File: src/rtl/uart_tx_if.sv
// Byte handshake and serial-line bundle between an upstream byte source and uart_tx.
// master = byte source, slave = transmitter.
interface uart_tx_if;
   logic       tx_valid;
   logic [7:0] d_in;
   logic       tx_ready;
   logic       tx;
   logic       tx_busy;
   logic       tx_done;

   modport master (output tx_valid, output d_in,
                   input  tx_ready, input tx, input tx_busy, input tx_done);
   modport slave  (input  tx_valid, input d_in,
                   output tx_ready, output tx, output tx_busy, output tx_done);
endinterface

File: src/rtl/uart_tx.sv
// UART transmitter: start bit, 8 data bits LSB first, optional parity bit, 1 stop bit.
// Parity bit is present only when UART_TX_PARITY_EN is defined.
//
// state  | meaning
// IDLE   | line high, ready for a byte
// START  | driving start bit (0)
// DATA   | driving shift[0], 8 bits LSB first
// PARITY | driving parity of latched byte (UART_TX_PARITY_EN only)
// STOP   | driving stop bit (1); tx_done pulses as it ends
module uart_tx #(
   parameter int unsigned CLKS_PER_BIT = 5208,
   parameter int unsigned PARITY_ODD   = 0
) (
   input logic     clk,
   input logic     reset,
   uart_tx_if.slave bus
);

   localparam logic [15:0] CNT_MAX = 16'(CLKS_PER_BIT - 1);

   // Reject out-of-range configurations at elaboration time.
   if (CLKS_PER_BIT < 2 || CLKS_PER_BIT > 65535 || PARITY_ODD > 1) begin : g_bad_param
      $error("uart_tx: CLKS_PER_BIT must be 2..65535 and PARITY_ODD 0 or 1");
   end

   typedef enum logic [2:0] {
      IDLE,
      START,
      DATA,
`ifdef UART_TX_PARITY_EN
      PARITY,
`endif
      STOP
   } state_t;

   state_t      state;
   logic [15:0] bit_cnt;
   logic [2:0]  bit_idx;
   logic [7:0]  shift;
   logic        tx_r;
   logic        ready_r;
   logic        busy_r;
   logic        done_r;
`ifdef UART_TX_PARITY_EN
   logic        par_bit;
`endif

   logic bit_end;
   assign bit_end = (bit_cnt == CNT_MAX);

   always_ff @(posedge clk or negedge reset) begin
      if (!reset) begin
         state   <= IDLE;
         bit_cnt <= '0;
         bit_idx <= '0;
         shift   <= '0;
         tx_r    <= 1'b1;
         ready_r <= 1'b1;
         busy_r  <= 1'b0;
         done_r  <= 1'b0;
`ifdef UART_TX_PARITY_EN
         par_bit <= 1'b0;
`endif
      end else begin
         done_r <= 1'b0;
         if (state != IDLE)
            bit_cnt <= bit_end ? 16'd0 : bit_cnt + 16'd1;

         case (state)
            IDLE: begin
               if (bus.tx_valid) begin
                  shift   <= bus.d_in;
`ifdef UART_TX_PARITY_EN
                  par_bit <= (^bus.d_in) ^ (PARITY_ODD != 0);
`endif
                  bit_cnt <= '0;
                  state   <= START;
                  tx_r    <= 1'b0;
                  ready_r <= 1'b0;
                  busy_r  <= 1'b1;
               end
            end
            START: begin
               if (bit_end) begin
                  state   <= DATA;
                  bit_idx <= '0;
                  tx_r    <= shift[0];
               end
            end
            DATA: begin
               if (bit_end) begin
                  shift   <= shift >> 1;
                  bit_idx <= bit_idx + 3'd1;
                  if (bit_idx == 3'd7) begin
`ifdef UART_TX_PARITY_EN
                     state <= PARITY;
                     tx_r  <= par_bit;
`else
                     state <= STOP;
                     tx_r  <= 1'b1;
`endif
                  end else begin
                     tx_r <= shift[1];
                  end
               end
            end
`ifdef UART_TX_PARITY_EN
            PARITY: begin
               if (bit_end) begin
                  state <= STOP;
                  tx_r  <= 1'b1;
               end
            end
`endif
            STOP: begin
               if (bit_end) begin
                  state   <= IDLE;
                  done_r  <= 1'b1;
                  ready_r <= 1'b1;
                  busy_r  <= 1'b0;
               end
            end
            default: begin
               state   <= IDLE;
               tx_r    <= 1'b1;
               ready_r <= 1'b1;
               busy_r  <= 1'b0;
            end
         endcase
      end
   end

   assign bus.tx       = tx_r;
   assign bus.tx_ready = ready_r;
   assign bus.tx_busy  = busy_r;
   assign bus.tx_done  = done_r;

endmodule

File: src/flat_wrapper.sv
// flat-port wrapper written by rule: the top's interface ports become plain ports
module uart_tx_flat 
#(
   parameter int unsigned CLKS_PER_BIT = 5208,
   parameter int unsigned PARITY_ODD   = 0
)
  (clk, reset, bus_tx_valid, bus_d_in, bus_tx_ready, bus_tx, bus_tx_busy, bus_tx_done);
  uart_tx_if bus_i ();
  input logic clk;
  input logic reset;
  input wire logic [$bits(bus_i.tx_valid)-1:0] bus_tx_valid;
  input wire logic [$bits(bus_i.d_in)-1:0] bus_d_in;
  output wire logic [$bits(bus_i.tx_ready)-1:0] bus_tx_ready;
  output wire logic [$bits(bus_i.tx)-1:0] bus_tx;
  output wire logic [$bits(bus_i.tx_busy)-1:0] bus_tx_busy;
  output wire logic [$bits(bus_i.tx_done)-1:0] bus_tx_done;
  assign bus_i.tx_valid = bus_tx_valid;
  assign bus_i.d_in = bus_d_in;
  assign bus_tx_ready = bus_i.tx_ready;
  assign bus_tx = bus_i.tx;
  assign bus_tx_busy = bus_i.tx_busy;
  assign bus_tx_done = bus_i.tx_done;
  uart_tx #(.CLKS_PER_BIT(CLKS_PER_BIT), .PARITY_ODD(PARITY_ODD)) u_core (.clk(clk), .reset(reset), .bus(bus_i));
endmodule
File: config.mk
export PLATFORM = sky130hd
export DESIGN_NAME = uart_tx_flat
export DESIGN_NICKNAME = d
export VERILOG_FILES = /design/src/rtl/uart_tx_if.sv /design/src/rtl/uart_tx.sv /design/src/flat_wrapper.sv
export SDC_FILE = /design/constraint.sdc
export NUM_CORES = 1
export LEC_CHECK = 0
export BUFFER_PORTS_ARGS = -buffer_cell sky130_fd_sc_hd__buf_4
export CAP_MARGIN = 40
export CELL_PAD_IN_SITES_DETAIL_PLACEMENT = 1
export CELL_PAD_IN_SITES_GLOBAL_PLACEMENT = 1
export CORE_MARGIN = 2
export CORE_UTILIZATION = 42
export DETAILED_ROUTE_END_ITERATION = 8
export GPL_TIMING_DRIVEN = 0
export PLACE_DENSITY_LB_ADDON = 0.1
export SYNTH_ARGS = -nofsm -noshare
export SYNTH_HDL_FRONTEND = slang
export SYNTH_SLANG_ARGS = --single-unit
export TNS_END_PERCENT = 1
File: constraint.sdc
create_clock -name clk -period 1.65 [get_ports clk]
set_input_delay 0.33 -clock clk [delete_from_list [all_inputs] [get_ports clk]]
set_output_delay 0.33 -clock clk [all_outputs]
set_load 0.03 [all_outputs]
# Word-level counts from Yosys, hierarchy flattened
# Cells that the tools add are included.
# totals
reg_bits,34
word_cells,59
out_inout_bits,4
# op_classes
bitwise,2
n_addsub,2
reduce_logical,10
eq_ne,10
mux,27
# op_table
op,n
16-bit 2-to-1 mux,4
3-bit 2-to-1 mux,6
"16-bit by 1-bit adder with 16-bit output, second input constant",1
"16-bit by 13-bit equality test with 1-bit output, second input constant",1
8-bit 2-to-1 mux,2
8-bit one-hot mux with 2 select lines,1
3-bit one-hot mux with 4 select lines,1
1-bit 2-to-1 mux,9
3-bit AND reduction,3
"2-bit by 1-bit inequality test with 1-bit output, second input constant",4
"3-bit by 2-bit equality test with 1-bit output, second input constant",2
1-bit one-hot mux with 3 select lines,2
3-bit one-hot mux with 2 select lines,1
5-bit AND reduction,1
1-bit one-hot mux with 4 select lines,1
4-bit AND reduction,1
2-bit nonzero test,2
"3-bit by 1-bit adder with 3-bit output, second input constant",1
"3-bit by 1-bit equality test with 1-bit output, second input constant",1
"3-bit equality test, second input constant",1
3-bit zero test,1
3-bit nonzero test,1
"2-bit inequality test, second input constant",1
1-bit inverter,2
2-bit OR reduction,1

# Logic depth before layout (Yosys ltp)
# depth
depth_word,5
mapped_depth,8
ltp_nobuf,6

# Worst setup path before layout
# No wires, ideal clock.
# synth_path
path_kind,register -> register
from,register u_core.bit_cnt[0]
to,register u_core.shift[0]
path_slack_ps,-169
t_required_ps,1525
setup_time_ps,125
path_stages_with_launch,6
period_less_slack_ps,1819
t_arrival_ps,1695
n_path_buf,0
cell_sequence,dfrtp_1 ha_1 and4b_1 nand4_4 a21oi_4 mux2_2
# synth_via
elab_chain_cells,3
# synth_lines
element,line,text
"start, declared",uart_tx.sv:37,logic [15:0] bit_cnt;
"start signal, assigned",uart_tx.sv:67,bit_cnt <= bit_end ? 16'd0 : bit_cnt + 16'd1;
16-bit by 13-bit equality test with 1-bit output,uart_tx.sv:49,assign bit_end = (bit_cnt == CNT_MAX);
2-bit by 1-bit inequality test with 1-bit output (no source line),n/a,
3-bit AND reduction (no source line),n/a,
"end signal, assigned",uart_tx.sv:72,shift <= bus.d_in;
"end signal, assigned",uart_tx.sv:92,shift <= shift >> 1;
"end, declared",uart_tx.sv:39,logic [7:0] shift;
# No other way between the ends.
# A chain may end at the register's enable or synchronous reset.

# Worst setup path after layout
# layout_path
from,register u_core.bit_cnt[9]
to,register u_core.state[1]
# layout_via
elab_chain_cells,3
elab_cells_between_ends,5
# layout_lines
element,line,text
16-bit by 13-bit equality test with 1-bit output (*),uart_tx.sv:49,
2-bit by 1-bit inequality test with 1-bit output (no source line),n/a,
5-bit AND reduction (no source line) (*),n/a,
"end signal, assigned",uart_tx.sv:53,state <= IDLE;
"end signal, assigned",uart_tx.sv:77,state <= START;
"end signal, assigned",uart_tx.sv:85,state <= DATA;
"end, declared",uart_tx.sv:36,state_t state;
# Every way passes the cells marked *; elsewhere a longest branch is shown, timed or not.

==> summary.md <==
| Metric | Value |
|---|---|
| Slew HR | `70.1%` |
| R2R depth | `7` |
| Period utilization | `111%` |
| H-tree Lvls | `2` |
| I/O pins | `15` |
| Synthesis Warnings | `0` |
| Clock sink count | `33` |
| Number of library cell types mapped by synthesis | `45` |
| CTS Root Buffer Type | `clkbuf_8` |
| Vias | `1654` |
| Vias in the first global route | `1757` |
| Worst-path maximum fanout | `5` |
| Clock-pin slew on the worst setup and hold paths | `80 ps` |
| Static leakage | `1.15 nW` |
| Drt via density | `5.84` |
| Num CTS Buffers | `5` |
| Initial antenna violation count | `0` |
| CP arrival | `2010 ps` |
| Post-synthesis cell area | `1900 µm²` |
| Height of the die | `71.3 µm` |
| Nets@finish | `249` |
| Site Rows | `24` |
| I/O Buffers | `14` |
| Area Overhead vs Synth | `38.2%` |
| Tightest Hold Check Type | `primary input to register` |
| Startpoint types | `register` |
| Synth top area cells | `dfrtp_1, mux2_2, ha_1` |
| Crit end category | `register` |
| Fmax | `0.545 GHz` |
| Avg Cell Area, Syn | `10.6 µm²` |
| Hold Path Cell Cnt | `3` |
| Post-synth ARST share | `100%` |
| Max-cap viol count | `0` |
| Synthesized flop and latch total | `33` |
| CP required | `1820 ps` |
| Sequential share of the synthesized area | `43.6%` |
| Routability cong. | `0.799` |
| Failing checks | `setup timing` |
| Final Hold Viols | `0` |
| Kind of critical path | `register to register` |
| Global-route wire length before repair | `8840 µm` |
| Pwr Density | `587 nW/µm²` |
| Largest net degree at the start of global routing | `34` |
| Drt drc | `0` |
| Primary FF master, synth | `dfrtp_1` |
| Non-Filler Instances | `283` |
| Routed len/inst | `19.9 µm` |
| Setup WS pre-CTS | `-462 ps` |
| Clock Skews | `12.7 ps` |
| Total GRT Usage | `22.4%` |
| Yosys top cell by area | `dfrtp_1` |
| Min Tclk post-route | `1830 ps` |
| Clock latency on the worst-skew pair | `290 ps` |
| Gate Count Post-Synth | `179` |
| Peak VDD IR | `503 µV` |
| Hold Crit Start | `bus_d_in[7]` |
| Final setup margin | `-184 ps` |
| Syn nets | `198` |
| Wirelength, routed | `5630 µm` |
| Layout cells sized above 1 | `48.1%` |
| Die area | `5080 µm²` |
| Final global-route overflow total | `0` |
| WHS Endpoint | `u_core.shift[7]$_DFFE_PN0P_` |
| Top cell type's share of synthesized area | `40.8%` |
| Outcome | `finished, violations left` |
| Reg2reg start | `u_core.bit_cnt[9]$_DFF_PN0_` |
| CTS max path bufs | `2` |
| Drt pass-1 iters | `4` |
| Initial DRC count | `47` |
| Core box area | `4350 µm²` |
| Antenna Diode Count | `0` |
| Placed Instances | `245` |
| RSZ-0062 raised after global routing | `yes` |
| Post-route ant nets | `0` |
| Slew Viols, Final | `0` |
| FF-to-FF End | `u_core.state[1]$_DFFE_PN0P_` |
| Post-DP HPWL | `3260 µm` |
| Initial Util | `43.6%` |
| Worst-Margin Slew | `448 ps` |
| Final Cell Area | `2630 µm²` |
| Post-synth EDFFs | `0` |
| Endpoints failing setup | `30` |
| FF-to-FF setup slack | `-180 ps` |
| Dpl cell area | `2090 µm²` |
| Die width | `71.3 µm` |
| CTS tree | `yes` |
| Utilization after layout | `60.3%` |
## flip-flops by register name (all words and copies together), names as in the netlist
signal	count
u_core.bit_cnt	16
u_core.bit_idx	3
u_core.bus.tx	1
u_core.bus.tx_busy	1
u_core.bus.tx_done	1
u_core.bus.tx_ready	1
u_core.shift	8
u_core.state	2
## critical path, stage by stage, from the launching register on
cell     delay, ps
dfrtp_2        450
nor4b_4        290
buf_4          190
buf_6           90
and4_4         250
buf_8          140
a31oi_2         80
a32o_1         230
## worst max-delay path by stage
stage	endpoint	slack, ps	depth (start not counted)	startpoint
2_1_floorplan	u_core.shift[0]$_DFFE_PN0P_	-80	4	u_core.bit_cnt[11]$_DFF_PN0_
6_report	u_core.state[1]$_DFFE_PN0P_	-180	7	u_core.bit_cnt[9]$_DFF_PN0_
5_1_grt	u_core.state[1]$_DFFE_PN0P_	-240	7	u_core.bit_cnt[0]$_DFF_PN0_
4_1_cts	u_core.state[1]$_DFFE_PN0P_	-160	6	u_core.bit_cnt[8]$_DFF_PN0_
3_3_place_gp	u_core.bus.tx$_DFFE_PN1P_	-420	7	u_core.state[0]$_DFFE_PN0P_
3_5_place_dp	u_core.bus.tx$_DFFE_PN1P_	-460	7	u_core.state[0]$_DFFE_PN0P_
## cells in the final DEF (no fill, tap or decap), types with 3 or more instances in the layout
master and instances:
mux2_2 9, buf_4 39, clkbuf_8 8, a31oi_1 8, o21ai_0 7, nor2_1 9
nand2_1 11, o21ai_2 3, buf_6 6, dfrtp_1 24, a32o_1 3, a21oi_2 6
mux2i_1 3, nand3_1 7, inv_1 6, nand4_1 3, ha_1 6, a21oi_1 9
dfrtp_2 7, mux2_4 7
## metal layers
layer,wire [µm],up-vias,track usage (%),share of wire [%]
li1,-,782,-,-
met1,2330,820,27.6,41
met2,2930,40,39.7,52
met3,192,12,3.80,3.4
met4,172,0,7.34,3.1
met5,0,-,0,0
## per-stage QoR
step / hold WS, ps / TNS [ps] / power [mW]
3_5_place_dp: 308 / -8100 / 0.870
4_1_cts: 321 / -2930 / 1.56
3_3_place_gp: 297 / -6450 / 0.868
5_1_grt: 382 / -5360 / 1.61
6_report: 347 / -3370 / 1.54
2_1_floorplan: 34.4 / -890 / 0.833
## final cells by class
| class | count | area [µm²] |
|---|---|---|
| Fill cell | 457 | 1730 |
| Multi-Input combinational cell | 131 | 1130 |
| Clock inverter | 1 | 5.00 |
| Clock buffer | 7 | 96.3 |
| Inverter | 7 | 26.3 |
| Tap cell | 52 | 65.1 |
| Timing Repair Buffer | 44 | 374 |
| Sequential cell | 33 | 837 |
| Buffer | 8 | 90.1 |
## power breakdown
group / switching [mW] / internal [mW] / leakage, nW
Combinational: 0.0249 / 0.0236 / 0.680
Sequential: 0 / 0.809 / 0.414
Clock: 0.306 / 0.377 / 0.0542
## synthesized netlist by cell type, drive strengths merged, types with 2 or more instances
library cell,number
inv,7
mux2i,3
a32o,3
ha,8
a21oi,16
nand4,4
nand2,11
a211o,2
mux2,16
buf,5
dfstp,2
dfrtp,31
a31oi,10
o21ai,11
a41oi,4
nand3,7
nand4b,2
or3,3
nor2,9
nor3,3
nand2b,2
clkbuf,3
## cells by family after synthesis
family / after synthesis / share of synthesized area [%]
compound gates: 54 / 19.8
mux: 19 / 11.1
buf+inv: 15 / 4.08
flops: 33 / 43.6
simple gates: 50 / 16.3
fa+ha+maj: 8 / 5.27
## timing repair
| action | in CTS | in global routing |
|---|---|---|
| setup endpoints to repair | 32 | 31 |
| gates cloned | 0 | 2 |
| gates resized for setup | 33 | 24 |
| hold buffers | 1 | 0 |
| buffers inserted | 15 | 12 |
| endpoints found under the hold margin | 5 | 0 |
| pin swaps | 14 | 12 |
Note: power is estimated with default switching activity, not from simulation.
